## config.mk

```make
export PLATFORM = sky130hd
export DESIGN_NAME = stream_mux_rr
export DESIGN_NICKNAME = d
export VERILOG_FILES = /design/src/rtl/stream_mux_pkg.sv /design/src/rtl/rr_arbiter.sv /design/src/rtl/stream_mux_rr.sv
export SDC_FILE = /design/constraint.sdc
export NUM_CORES = 1
export LEC_CHECK = 0
export ABC_CLOCK_PERIOD_IN_PS = 4900
export BUFFER_PORTS_ARGS = -buffer_cell sky130_fd_sc_hd__buf_2
export CAP_MARGIN = 20
export CORE_UTILIZATION = 49
export CTS_CLUSTER_DIAMETER = 50
export DETAILED_ROUTE_END_ITERATION = 6
export PLACE_DENSITY = 0.82
export SLEW_MARGIN = 10
export SYNTH_ARGS = -nofsm -noshare
export SYNTH_HDL_FRONTEND = slang
export SYNTH_HIERARCHICAL = 1
export SYNTH_SLANG_ARGS = --single-unit
```

## constraint.sdc

```tcl
create_clock -name clk -period 4.9 [get_ports clk]
set_clock_uncertainty 0.15 [all_clocks]
set_input_delay 0.49 -clock clk [delete_from_list [all_inputs] [get_ports clk]]
set_output_delay 0.49 -clock clk [all_outputs]
set_load 0.005 [all_outputs]
```

## src/rtl/stream_mux_pkg.sv

```systemverilog
// stream_mux_pkg
// Shared constants for the round-robin stream multiplexer:
//   MODE_FIXED / MODE_RR : encodings of the top-level 'mode' input
//   BEAT_CNT_W           : width of the delivered-beat counter
package stream_mux_pkg;

  localparam logic MODE_FIXED = 1'b0;
  localparam logic MODE_RR    = 1'b1;

  localparam int BEAT_CNT_W = 16;

endpackage

```

## src/rtl/rr_arbiter.sv

```systemverilog
// rr_arbiter
// Combinational round-robin search: returns the first asserted request at or
// above 'ptr', wrapping from N_CH-1 back to 0.
// Ports:
//   req       [N_CH-1:0]  request vector
//   ptr       [SEL_W-1:0] starting channel of the search (always < N_CH)
//   gnt_valid             some request was found
//   gnt_idx   [SEL_W-1:0] index of the granted channel
module rr_arbiter #(
  parameter int N_CH = 8,
  localparam int SEL_W = (N_CH > 1) ? $clog2(N_CH) : 1
) (
  input  logic [N_CH-1:0]  req,
  input  logic [SEL_W-1:0] ptr,
  output logic             gnt_valid,
  output logic [SEL_W-1:0] gnt_idx
);

  localparam logic [SEL_W:0] N_CH_EXT = (SEL_W + 1)'(N_CH);

  // Rotate the request vector so that channel 'ptr' lands on bit 0; the
  // doubled vector makes the wrap-around free.
  logic [N_CH-1:0]  req_rot;
  logic [SEL_W-1:0] offset;
  logic [SEL_W:0]   sum;

  assign req_rot = N_CH'({req, req} >> ptr);

  always_comb begin
    gnt_valid = 1'b0;
    offset    = '0;
    for (int k = 0; k < N_CH; k++) begin
      if (!gnt_valid && req_rot[k]) begin
        gnt_valid = 1'b1;
        offset    = SEL_W'(k);
      end
    end
  end

  // Undo the rotation: (ptr + offset) mod N_CH, with one extra bit so the
  // sum cannot overflow before the modulo correction.
  assign sum     = {1'b0, ptr} + {1'b0, offset};
  assign gnt_idx = (sum >= N_CH_EXT) ? SEL_W'(sum - N_CH_EXT) : sum[SEL_W-1:0];

endmodule

```

## src/rtl/stream_mux_rr.sv

```systemverilog
// stream_mux_rr
// N_CH-to-1 stream multiplexer with a one-deep registered output.
// Channel choice is either a fixed select (mode=0) or round-robin (mode=1).
// Ports:
//   clk, rst_n              clock, asynchronous active-low reset
//   in_valid/in_data        per-channel beats, channel i at [i*DATA_W +: DATA_W]
//   in_ready                one-hot (or zero) accept strobe to the granted channel
//   sel, mode               fixed channel select, arbitration mode
//   out_valid/out_data/out_ch/out_ready  registered output beat and its source
//   beat_cnt                wrapping count of beats accepted downstream
module stream_mux_rr
  import stream_mux_pkg::*;
#(
  parameter int N_CH   = 8,
  parameter int DATA_W = 8,
  localparam int SEL_W = (N_CH > 1) ? $clog2(N_CH) : 1
) (
  input  logic                   clk,
  input  logic                   rst_n,
  input  logic [N_CH-1:0]        in_valid,
  input  logic [N_CH*DATA_W-1:0] in_data,
  output logic [N_CH-1:0]        in_ready,
  input  logic [SEL_W-1:0]       sel,
  input  logic                   mode,
  output logic                   out_valid,
  output logic [DATA_W-1:0]      out_data,
  output logic [SEL_W-1:0]       out_ch,
  input  logic                   out_ready,
  output logic [BEAT_CNT_W-1:0]  beat_cnt
);

  localparam int SEL_SPAN = 1 << SEL_W;

  logic                  out_valid_reg;
  logic [DATA_W-1:0]     out_data_reg;
  logic [SEL_W-1:0]      out_ch_reg;
  logic [SEL_W-1:0]      rr_ptr_reg, rr_ptr_next;
  logic [BEAT_CNT_W-1:0] beat_cnt_reg;

  logic                  rr_gnt_valid;
  logic [SEL_W-1:0]      rr_gnt_idx;
  logic [SEL_SPAN-1:0]   valid_ext;
  logic                  fix_gnt_valid;
  logic                  gnt_valid;
  logic [SEL_W-1:0]      gnt_idx;
  logic                  can_load;
  logic                  load;
  logic                  deliver;
  logic [DATA_W-1:0]     ch_data [N_CH];

  rr_arbiter #(.N_CH(N_CH)) u_rr_arbiter (
    .req       (in_valid),
    .ptr       (rr_ptr_reg),
    .gnt_valid (rr_gnt_valid),
    .gnt_idx   (rr_gnt_idx)
  );

  // Zero-extending in_valid to the full select range makes any sel >= N_CH
  // read a 0, so an out-of-range select simply never grants.
  assign valid_ext     = SEL_SPAN'(in_valid);
  assign fix_gnt_valid = valid_ext[sel];

  assign gnt_valid = (mode == MODE_RR) ? rr_gnt_valid : fix_gnt_valid;
  assign gnt_idx   = (mode == MODE_RR) ? rr_gnt_idx   : sel;

  assign can_load = !out_valid_reg || out_ready;
  // Gating with rst_n keeps in_ready low for the whole reset period.
  assign load     = rst_n && gnt_valid && can_load;
  assign deliver  = out_valid_reg && out_ready;

  generate
    for (genvar gi = 0; gi < N_CH; gi++) begin : g_ch
      assign ch_data[gi]  = in_data[gi*DATA_W +: DATA_W];
      assign in_ready[gi] = load && (gnt_idx == SEL_W'(gi));
    end
  endgenerate

  // The pointer only advances on a round-robin load; a fixed-mode load or a
  // mode change leaves it where it was.
  always_comb begin
    rr_ptr_next = rr_ptr_reg;
    if (load && (mode == MODE_RR)) begin
      rr_ptr_next = (gnt_idx == SEL_W'(N_CH - 1)) ? '0 : gnt_idx + 1'b1;
    end
  end

  always_ff @(posedge clk or negedge rst_n) begin
    if (!rst_n) begin
      out_valid_reg <= 1'b0;
      out_data_reg  <= '0;
      out_ch_reg    <= '0;
      rr_ptr_reg    <= '0;
      beat_cnt_reg  <= '0;
    end else begin
      rr_ptr_reg <= rr_ptr_next;
      if (deliver) begin
        beat_cnt_reg <= beat_cnt_reg + BEAT_CNT_W'(1);
      end
      if (load) begin
        out_valid_reg <= 1'b1;
        out_data_reg  <= ch_data[gnt_idx];
        out_ch_reg    <= gnt_idx;
      end else if (deliver) begin
        out_valid_reg <= 1'b0;
      end
    end
  end

  assign out_valid = out_valid_reg;
  assign out_data  = out_data_reg;
  assign out_ch    = out_ch_reg;
  assign beat_cnt  = beat_cnt_reg;

endmodule

```

==> out/qor.yml, run 1 <==
floorplan:
  die_y_um: 76.0
  initial_core_util_pct: 51.6
  coreArea_sq_mm: 0.00520
  num_io_pins: 115
  num_rows: 26
  fp.dieW_um: 76.0
  die_area_sq_mm: 0.00578
synth:
  syn_inst: 318
  syn_nets: 406
  synth-edff-count: 0
  yosysSeqAreaShare_pct: 28.9
  async_flop_share_pct: 100
  synth-warning-count: 6
  ys_ff_latch: 31
  avgSynthCellArea_sq_um: 8.45
  synthFlopType: "dfrtp_1"
  yosysUniqueCellTypes: 55
  syn_area_sq_mm: 0.00269
clock_tree:
  cts_setup_buffers: 0
  cts_tree: "built"
  cts.sinks: 31
  cts_buffer_depth: 2
  cts_root_buf: "clkbuf_8"
  cts.htree.levels: 2
  cts-hold-fix-buffers: 0
  cts_buffers: 5
  clk_pin_slew_ps: 70
  clock_latency_ps: 280
finish:
  postLayoutCellArea_sq_mm: 0.00338
  fill_cells: 447
  regArea_sq_um: 776
  final_layout_size_suffix_gt1_share_pct: 32.7
  area_growth_pct: 25.8
  nets: 518
  largest_reg_flops: 16
  diodes: 0
  multi_input_area_sq_mm: 0.00176
timing:
  tns_ps: 0
  finalCritPeriodShare_pct: 95.6
  rsz0062_at_grt: "no"
  max_clock_freq_mhz: 213
  setup_viol: 0
  timing.slew.headroom_pct: 52.8
  setup_slack_ps: 214
  final-hold-violation-count: 0
  tightest_slew_ps: 708
  final.min_clock_period_ps: 4690
  drv_slew: 0
route:
  wl_per_cell_um: 14.5
  drc: 0
  ant_nets: 0
  totalWireLength_um: 7270
  drt-initial-drc-count: 202
  avgViaCountPerCell: 5.52
  dr_total_vias: 2765
  dr.pass1.iters: 4
critical_path:
  cp-end-kind: "primary output"
  worst_ep_arrival_time_ps: 4050
  worst-path-max-fanout: 22
  crit_path_start_kind: "register"
  worstSetupPathType: "reg -> out"
  required_ps: 4260
grt:
  grt_pass1_vias: 2597
  grt_pass1_wl_um: 12000
  groute.usage.overall_pct: 25.7
  grt_overflow: 0
  grt_max_degree: 34
  antenna_found_initial: 0
placement:
  pre_cts_ws_ps: 411
  place_congestion: 0.844
  dpl.hpwl_um: 5660
  placed_area_sq_mm: 0.00329
  io_buffers: 114
run:
  max_cap_viol_count: 0
pwr:
  p_total_mw: 1.83
  ir_drop_uv: 316
  p_leak_nw: 1.71
  p_per_area_mw_per_mm2: 542
min_path:
  hp-class: "in -> async"
run_status:
  outcome: "completed"
final cells by class:
| type | instances | area share, % |
|---|---|---|
| multi-input combinational | 254 | 52.1 |
| clock inverter | 1 | 0.148 |
| clock buffer | 7 | 2.26 |
| sequential | 31 | 23.0 |
| tap | 70 | 2.59 |
| inverter | 20 | 2.22 |
| timing repair buffer | 118 | 17.8 |
cells in the mapped netlist (2+ instances only):
| library cell | count | area, sq um |
|---|---|---|
| dfrtp_1 | 31 | 776 |
| nor2b_1 | 7 | 43.8 |
| nand4_1 | 12 | 75.1 |
| clkbuf_1 | 4 | 15.0 |
| o21ai_0 | 12 | 60.1 |
| ha_1 | 8 | 100 |
| and2_1 | 3 | 18.8 |
| mux2_1 | 2 | 22.5 |
| nand3_1 | 24 | 120 |
| buf_2 | 4 | 20.0 |
| mux4_2 | 6 | 135 |
| inv_1 | 19 | 71.3 |
| buf_4 | 3 | 22.5 |
| buf_6 | 2 | 22.5 |
| xor2_1 | 4 | 35.0 |
| o211ai_1 | 2 | 15.0 |
| a211oi_1 | 2 | 15.0 |
| and3_1 | 4 | 25.0 |
| mux2i_1 | 17 | 170 |
| a21oi_1 | 7 | 35.0 |
| nor2_1 | 14 | 52.6 |
| nor3_1 | 10 | 50.1 |
| a32o_1 | 2 | 20.0 |
| nand2b_1 | 5 | 31.3 |
| a32oi_1 | 8 | 70.1 |
| nand2_1 | 63 | 236 |
| xnor2_1 | 13 | 114 |
| mux2_2 | 3 | 33.8 |
stage by stage:
stage          instances  utilization (%)  hold slack [ps]
2_1_floorplan        318                -             44.4
3_3_place_gp         493             63.3              307
3_5_place_dp         493             63.3              322
4_1_cts              501             64.9              133
5_1_grt              501             64.9              170
6_report             501             64.9              111
placed cells by master, fill, tap and decap left out, types with 2 or more instances in the layout:
master	count
mux2i_1	17
o21ai_0	12
mux4_2	6
xor2_1	4
nor3_1	10
nand3_1	24
clkbuf_8	5
a21oi_1	6
a32o_1	2
xnor2_1	13
nand2b_1	5
ha_1	8
and2_1	3
mux2_1	2
a211oi_1	2
inv_1	19
buf_4	4
dfrtp_1	31
a32oi_1	8
and3_1	4
buf_2	114
clkbuf_1	2
o211ai_1	2
mux2_2	3
nand2_1	63
nor2_1	14
nand4_1	12
nor2b_1	7
power by group:
part	total [mW]	internal (mW)	switching, mW
registers	0.428	0.337	0.0909
clock network	0.193	0.0996	0.0932
logic	1.21	0.506	0.704
total	1.83	0.943	0.889
critical path: stages (launching register included):
cell and delay (ps):
dfrtp_1 480, buf_4 310, mux4_2 590, o211a_1 170
o211ai_2 130, o311ai_1 110, ha_1 220, fa_1 390
xor2_1 170, xnor2_1 450, a21oi_2 190, inv_1 150
ha_1 170, and2_1 130, buf_2 110
path summary, 6_finish.rpt:
| kind | start | to | slack (ps) | cells past startpoint |
|---|---|---|---|---|
| min in group clk | beat_cnt[15]$_DFFE_PN0P_ | beat_cnt[15]$_DFFE_PN0P_ | 320 | 1 |
| min | rst_n | beat_cnt[2]$_DFFE_PN0P_ | 110 | 1 |
| max reg2reg | rr_ptr_reg[1]$_DFFE_PN0P_ | out_data[7]$_DFFE_PN0P_ | 720 | 13 |
| max | rr_ptr_reg[1]$_DFFE_PN0P_ | in_ready[7] | 210 | 14 |
| max in group asynchronous | rst_n | out_valid$_DFFE_PN0P_ | 4040 | 1 |
| min reg2reg | beat_cnt[15]$_DFFE_PN0P_ | beat_cnt[15]$_DFFE_PN0P_ | 320 | 1 |
cells by family (layout without fill, tap and decap cells):
kind of cell    Yosys count  in the layout  share of synthesized area, %
mux                      29             29                          14.3
xor+xnor                 17             17                          5.54
fa+ha+maj                 9              9                          4.47
compound gates           50             50                          14.3
flops                    31             31                          28.9
buf+inv                  33            146                          5.78
simple gates            149            149                          26.7
repair_timing:
item,in CTS,in global routing
hold endpoints to repair,0,0
setup endpoints to repair,0,4
gates resized for setup,0,1
per-layer routing:
| layer | wire [um] | global-route usage (%) | part of all wire, % | vias to the layer above |
|---|---|---|---|---|
| met5 | 0 | 0 | 0 | - |
| met4 | 195 | 9.23 | 2.7 | 0 |
| met3 | 404 | 4.67 | 5.6 | 16 |
| met2 | 3610 | 45.9 | 50 | 119 |
| met1 | 3060 | 31.0 | 42 | 1270 |
| li1 | - | - | - | 1360 |
No activity file was read; power rests on OpenSTA's default activity.
==> inputs of run 2 (changes only) <==
--- a/config.mk
+++ b/config.mk
@@ -8,10 +8,12 @@
 export ABC_CLOCK_PERIOD_IN_PS = 4900
 export BUFFER_PORTS_ARGS = -buffer_cell sky130_fd_sc_hd__buf_2
 export CAP_MARGIN = 20
-export CORE_UTILIZATION = 49
+export CELL_PAD_IN_SITES_DETAIL_PLACEMENT = 0
+export CELL_PAD_IN_SITES_GLOBAL_PLACEMENT = 1
+export CORE_UTILIZATION = 35
 export CTS_CLUSTER_DIAMETER = 50
 export DETAILED_ROUTE_END_ITERATION = 6
-export PLACE_DENSITY = 0.82
+export PLACE_DENSITY_LB_ADDON = 0.1
 export SLEW_MARGIN = 10
 export SYNTH_ARGS = -nofsm -noshare
 export SYNTH_HDL_FRONTEND = slang
==> run 2 against run 1 <==
Wire length rose by 5.7%; global-route usage fell by 5.7 points; die area rose by 39%; largest power group unchanged.
==> out/qor.yml, run 2 (synthesized netlist as in run 1, its figures left out) <==
grt:
  grt_pass1_wl_um: 12400
  groute.usage.overall_pct: 20.0
  grt_overflow: 0
  grt_pass1_vias: 2619
  antenna_found_initial: 0
  grt_max_degree: 34
floorplan:
  die_y_um: 89.6
  fp.dieW_um: 89.6
  num_io_pins: 115
  die_area_sq_mm: 0.00803
  initial_core_util_pct: 36.6
  num_rows: 31
  coreArea_sq_mm: 0.00733
critical_path:
  crit_start: "rr_ptr_reg[1]$_DFFE_PN0P_"
  crit_chain: "buf_4 -> mux4_2 -> nor2_1 -> a21boi_1 -> o211ai_2 -> o311ai_1 -> ha_1 -> fa_1 -> a21oi_1 -> inv_1 -> ha_1 -> ha_1 -> and2_1 -> buf_2"
  r2r-start: "rr_ptr_reg[1]$_DFFE_PN0P_"
  worst_ep_arrival_time_ps: 3890
  slowest_delay_ps: 550
  cpMaxStageDelayCell: "mux4_2"
  cp_top_family: "adder cells"
  worstSetupPathType: "reg -> out"
  crit_buf_inv: 3
  cp-end-kind: "primary output"
  required_ps: 4260
  r2r_cells: 14
  crit_path_frequent_cell: "ha_1"
  crit_path_start_kind: "register"
  worst-path-max-fanout: 10
  cp.depth: 14
finish:
  largest_reg_flops: 16
  final_layout_size_suffix_gt1_share_pct: 33.6
  layout_commonest_cell: "buf_2"
  diodes: 0
  area_growth_pct: 29.3
  fin_cells: 533
  fin_util_pct: 47.4
  nets: 521
  final_cell_mix: "buf_2 (114), nand2_1 (63), dfrtp_1 (31)"
placement:
  place_congestion: 0.792
  place_inst: 525
  io_buffers: 114
  dpl.hpwl_um: 5940
route:
  drc: 0
  dr_total_vias: 2724
  avgViaCountPerCell: 5.11
  totalWireLength_um: 7680
  dr.pass1.iters: 4
  drt-initial-drc-count: 96
  wl_per_cell_um: 14.4
  ant_nets: 0
clock_tree:
  cts_root_buf: "clkbuf_8"
  cts_tree: "built"
  cts.sinks: 31
  cts-hold-fix-buffers: 0
  cts.htree.levels: 2
  clock_latency_ps: 280
  cts_buffers: 5
  cts_buffer_depth: 2
  cts_setup_buffers: 0
  clk_pin_slew_ps: 60
timing:
  drv_slew: 0
  final-hold-violation-count: 0
  timing.slew.headroom_pct: 52.0
  finalCritPeriodShare_pct: 92.4
  max_clock_freq_mhz: 221
  setup_viol: 0
  final.min_clock_period_ps: 4530
  tns_ps: 0
  rsz0062_at_grt: "no"
  tightest_slew_ps: 718
pwr:
  p_leak_nw: 1.74
  ir_drop_uv: 237
  p_per_area_mw_per_mm2: 544
run:
  max_cap_viol_count: 0
run_status:
  outcome: "completed"
min_path:
  hp-class: "in -> async"
[run 2: worst reg2reg max path, delay by kind of cell (launching register included)]
| kind | cells | cell delay, ps |
|---|---|---|
| flops | 1 | 430 |
| xor+xnor | 2 | 590 |
| buf+inv | 1 | 230 |
| simple gates | 2 | 250 |
| fa+ha+maj | 2 | 580 |
| compound gates | 6 | 1100 |
| mux | 1 | 560 |
[run 2: final cells by class]
cell class                 instances  area [sq um]
clock buffer                       6          82.6
clock inverter                     2          35.0
fill                             758          3860
inverter                          20          75.1
multi-input combinational        254          1760
sequential                        31           776
tap                               99           124
timing repair buffer             121           623
[run 2: what timing repair did]
item | CTS | global route
endpoints found under the hold margin | 0 | 0
gates resized for setup | 0 | 1
endpoints found under the setup margin | 0 | 1
[run 2: final timing paths]
kind	slack, ps	to
max	370	in_ready[7]
min	70	beat_cnt[12]$_DFFE_PN0P_
max reg2reg	920	out_data[3]$_DFFE_PN0P_
min reg2reg	310	beat_cnt[15]$_DFFE_PN0P_
max in group asynchronous	4230	out_data[5]$_DFFE_PN0P_
min in group clk	310	beat_cnt[15]$_DFFE_PN0P_
[run 2: metal layers]
metal / track usage (%) / up-vias / routed length (um) / share of wire [%]
met2: 33.9 / 83 / 3820 / 50
met3: 5.12 / 9 / 410 / 5.3
met5: 0 / - / 0 / 0
met4: 3.61 / 0 / 99 / 1.3
li1: - / 1362 / - / -
met1: 26.0 / 1270 / 3350 / 44
[run 2: power by group]
part | switching [mW] | leakage (nW) | total [mW] | internal (mW)
clock | 0.0926 | 0.0612 | 0.257 | 0.164
sequential | 0.0796 | 0.386 | 0.417 | 0.337
combinational | 0.704 | 1.29 | 1.22 | 0.514
[run 2: stage by stage]
step           hold slack, ps  area [sq um]  power [mW]  setup slack [ps]
2_1_floorplan            44.4          2690        1.30               915
3_3_place_gp              308          3350        1.64               476
3_5_place_dp              308          3350        1.64               377
4_1_cts                  84.2          3470        1.91               224
5_1_grt                   120          3470        2.09               109
6_report                 73.7          3470        1.89               371
==> inputs of run 3 (changes only) <==
--- a/config.mk
+++ b/config.mk
@@ -5,12 +5,12 @@
 export SDC_FILE = /design/constraint.sdc
 export NUM_CORES = 1
 export LEC_CHECK = 0
+export ABC_AREA = 1
 export ABC_CLOCK_PERIOD_IN_PS = 4900
 export BUFFER_PORTS_ARGS = -buffer_cell sky130_fd_sc_hd__buf_2
-export CAP_MARGIN = 20
 export CELL_PAD_IN_SITES_DETAIL_PLACEMENT = 0
 export CELL_PAD_IN_SITES_GLOBAL_PLACEMENT = 1
-export CORE_UTILIZATION = 35
+export CORE_UTILIZATION = 33
 export CTS_CLUSTER_DIAMETER = 50
 export DETAILED_ROUTE_END_ITERATION = 6
 export PLACE_DENSITY_LB_ADDON = 0.1
==> run 3 against run 2 <==
Sequential power fell by 2%; hold slack better by 39 ps; highest routed layer unchanged; global-route usage shrank 2.2 points; fmax up 2.0%; total power is 8.4% higher; combinational power rose by 16%; final cell count up 22%; register-to-register slack improved by 190 ps; final area increased by 2.5%; die area up 12%; count of clock-buffer cells in the layout rose by 2; worst setup slack gained 91 ps.
==> out/qor.yml, run 3 <==
critical_path:
  cp_top_family: "adder cells"
  r2r-start: "rr_ptr_reg[1]$_DFFE_PN0P_"
  crit_start: "rr_ptr_reg[1]$_DFFE_PN0P_"
  worst_ep_arrival_time_ps: 3800
  crit_buf_inv: 5
  ff2ff_setup_slack_ps: 1110
  crit_path_start_kind: "register"
  slowest_delay_ps: 510
  r2r_cells: 20
  endpoint: "in_ready[7]"
  required_ps: 4260
  crit_path_frequent_cell: "ha_1"
  rr_endpoint: "rr_ptr_reg[2]$_DFFE_PN0P_"
  cp-end-kind: "primary output"
  worst-path-max-fanout: 14
  cpMaxStageDelayCell: "dfrtp_2"
  cp.depth: 20
  crit_chain: "inv_2 -> nand3_1 -> nand3_1 -> nand2_2 -> nor2_4 -> nand2_2 -> nor2_2 -> nand4_2 -> o211ai_1 -> ha_1 -> fa_1 -> inv_1 -> nand2_1 -> o21ai_4 -> inv_2 -> ha_1 -> ha_1 -> inv_1 -> nor2_1 -> buf_2"
  worstSetupPathType: "reg -> out"
run:
  max_cap_viol_count: 0
synth:
  synth_top_area_cell: "dfrtp_1"
  synthFlopType: "dfrtp_1"
  synth_common_cells: "nand2_1 (175), inv_1 (55), nand3_1 (37)"
  synth_top_area_share_pct: 27.4
  avgSynthCellArea_sq_um: 6.50
  ys_ff_latch: 31
  synth-warning-count: 6
  async_flop_share_pct: 100
  synth.top_cells.by_area: "dfrtp_1 (27%), nand2_1 (23%), inv_1 (7.3%), nand3_1 (6.5%), o211ai_1 (4.5%)"
  yosysMostFrequentCell: "nand2_1"
  synth-edff-count: 0
  syn_inst: 436
  yosysSeqAreaShare_pct: 27.4
  yosysUniqueCellTypes: 33
  syn_area_sq_mm: 0.00283
  syn_nets: 524
route:
  avgViaCountPerCell: 4.57
  dr_total_vias: 2982
  wl_per_cell_um: 11.8
  dr.pass1.iters: 5
  totalWireLength_um: 7710
  drc: 0
  ant_nets: 0
  drt-initial-drc-count: 76
pwr:
  p_int_mw: 0.959
  p_leak_nw: 2.14
  comb_power_share_pct: 69.3
  p_seq_share_pct: 19.9
  ir_drop_uv: 250
  swShare_pct: 53.2
  p_clk_share_pct: 10.8
  p_per_area_mw_per_mm2: 575
  power_switching_mw: 1.09
grt:
  grt_overflow: 0
  antenna_found_initial: 0
  grt_pass1_vias: 2758
  groute.usage.overall_pct: 17.8
  grt_max_degree: 60
  grt_pass1_wl_um: 12500
clock_tree:
  cts-hold-fix-buffers: 0
  clk_pin_slew_ps: 60
  cts_buffers: 5
  cts_tree: "built"
  cts_setup_buffers: 0
  cts_root_buf: "clkbuf_8"
  ctsResizeCount: 0
  cts_buffer_depth: 2
  clock_latency_ps: 280
  cts.sinks: 31
  cts.htree.levels: 2
timing:
  final-hold-violation-count: 0
  drv_slew: 0
  tightest_slew_ps: 726
  rsz0062_at_grt: "no"
  hold_slack_ps: 113
  final.min_clock_period_ps: 4440
  finalCritPeriodShare_pct: 90.6
  setup_viol: 0
  tns_ps: 0
  timing.slew.headroom_pct: 51.6
  max_clock_freq_mhz: 225
finish:
  final_cell_mix: "nand2_1 (175), buf_2 (114), inv_1 (55)"
  nets: 634
  area_growth_pct: 25.8
  fin_cells: 652
  fill_cells: 916
  final_layout_size_suffix_gt1_share_pct: 29.6
  largest_reg_flops: 16
  layout_commonest_cell: "nand2_1"
  diodes: 0
min_path:
  hp-class: "in -> async"
floorplan:
  die_area_sq_mm: 0.00896
  num_io_pins: 115
  initial_core_util_pct: 34.3
  num_rows: 33
  coreArea_sq_mm: 0.00826
  fp.dieW_um: 94.7
  die_y_um: 94.7
placement:
  io_buffers: 114
  place_congestion: 0.795
  place_inst: 643
  dpl.hpwl_um: 6070
run_status:
  outcome: "completed"
==> run 3: cell count changes after synthesis, sizes merged, moves of 8 or more <==
cell | previous run | this run
nand3 | 24 | 44
a32oi | 8 | 0
o211ai | 3 | 17
nand2 | 63 | 187
inv | 19 | 62
mux2i | 18 | 0
==> run 3: layout make-up <==
cell class / count / area [sq um] / area share, %
timing repair buffer: 117 / 593 / 16.6
inverter: 62 / 240 / 6.74
sequential: 31 / 778 / 21.8
multi-input combinational: 329 / 1720 / 48.3
clock buffer: 8 / 100 / 2.81
tap: 105 / 131 / 3.69
==> run 3: layer usage <==
layer  wire [um]  global-route usage (%)  up-vias  share of wire, %
met5           0                       0        -                 0
met4         130                    5.18        0               1.7
met3         371                    3.46       13               4.8
met2        3650                    30.8       75                47
met1        3550                    22.3     1298                46
li1            -                       -     1596                 -
==> run 3: kinds of logic after synthesis <==
group	Yosys count	share of synthesized area [%]
buffers and inverters	77	12.5
xor gates and xnor gates	16	4.95
adders and majority gates	9	4.24
DFF	31	27.4
and+or+nand+nor	259	40.5
AOI/OAI and AO/OA	44	10.5
==> run 3: how the worst min path moves through the flow <==
| stage | start | to |
|---|---|---|
| 4_1_cts | rst_n | beat_cnt[3]$_DFFE_PN0P_ |
| 5_1_grt | rst_n | beat_cnt[14]$_DFFE_PN0P_ |
| 2_1_floorplan | rst_n | beat_cnt[0]$_DFFE_PN0P_ |
| 3_5_place_dp | out_data[2]$_DFFE_PN0P_ | out_data[2]$_DFFE_PN0P_ |
| 3_3_place_gp | out_data[6]$_DFFE_PN0P_ | out_data[6]$_DFFE_PN0P_ |
| 6_report | rst_n | beat_cnt[3]$_DFFE_PN0P_ |
==> run 3: worst reg2reg max path: cells and delay by family, from the launching register on <==
family / cells / cell delay, ps
buf+inv: 4 / 450
fa+ha+maj: 4 / 1150
simple gates: 10 / 1050
flops: 1 / 510
compound gates: 2 / 370
==> run 3: power groups by stage <==
stage	clock network, mW	registers, mW	logic [mW]
final	0.221	0.408	1.42
after global routing	0.240	0.421	1.64
after CTS	0.227	0.407	1.41
after detailed placement	0	0.411	1.41
after global placement	0	0.409	1.40
after floorplan	0	0.389	1.11
==> run 3: through the flow <==
| stage | worst slack [ps] | utilization (%) | area [sq um] | total power, mW |
|---|---|---|---|---|
| finish | 462 | 43.1 | 3560 | 2.05 |
| global route | 77.7 | 43.1 | 3560 | 2.30 |
| CTS | 169 | 42.9 | 3540 | 2.05 |
| detailed placement | 491 | 41.7 | 3440 | 1.82 |
| global placement | 437 | 41.7 | 3440 | 1.81 |
| floorplan | 1110 | - | 2830 | 1.50 |
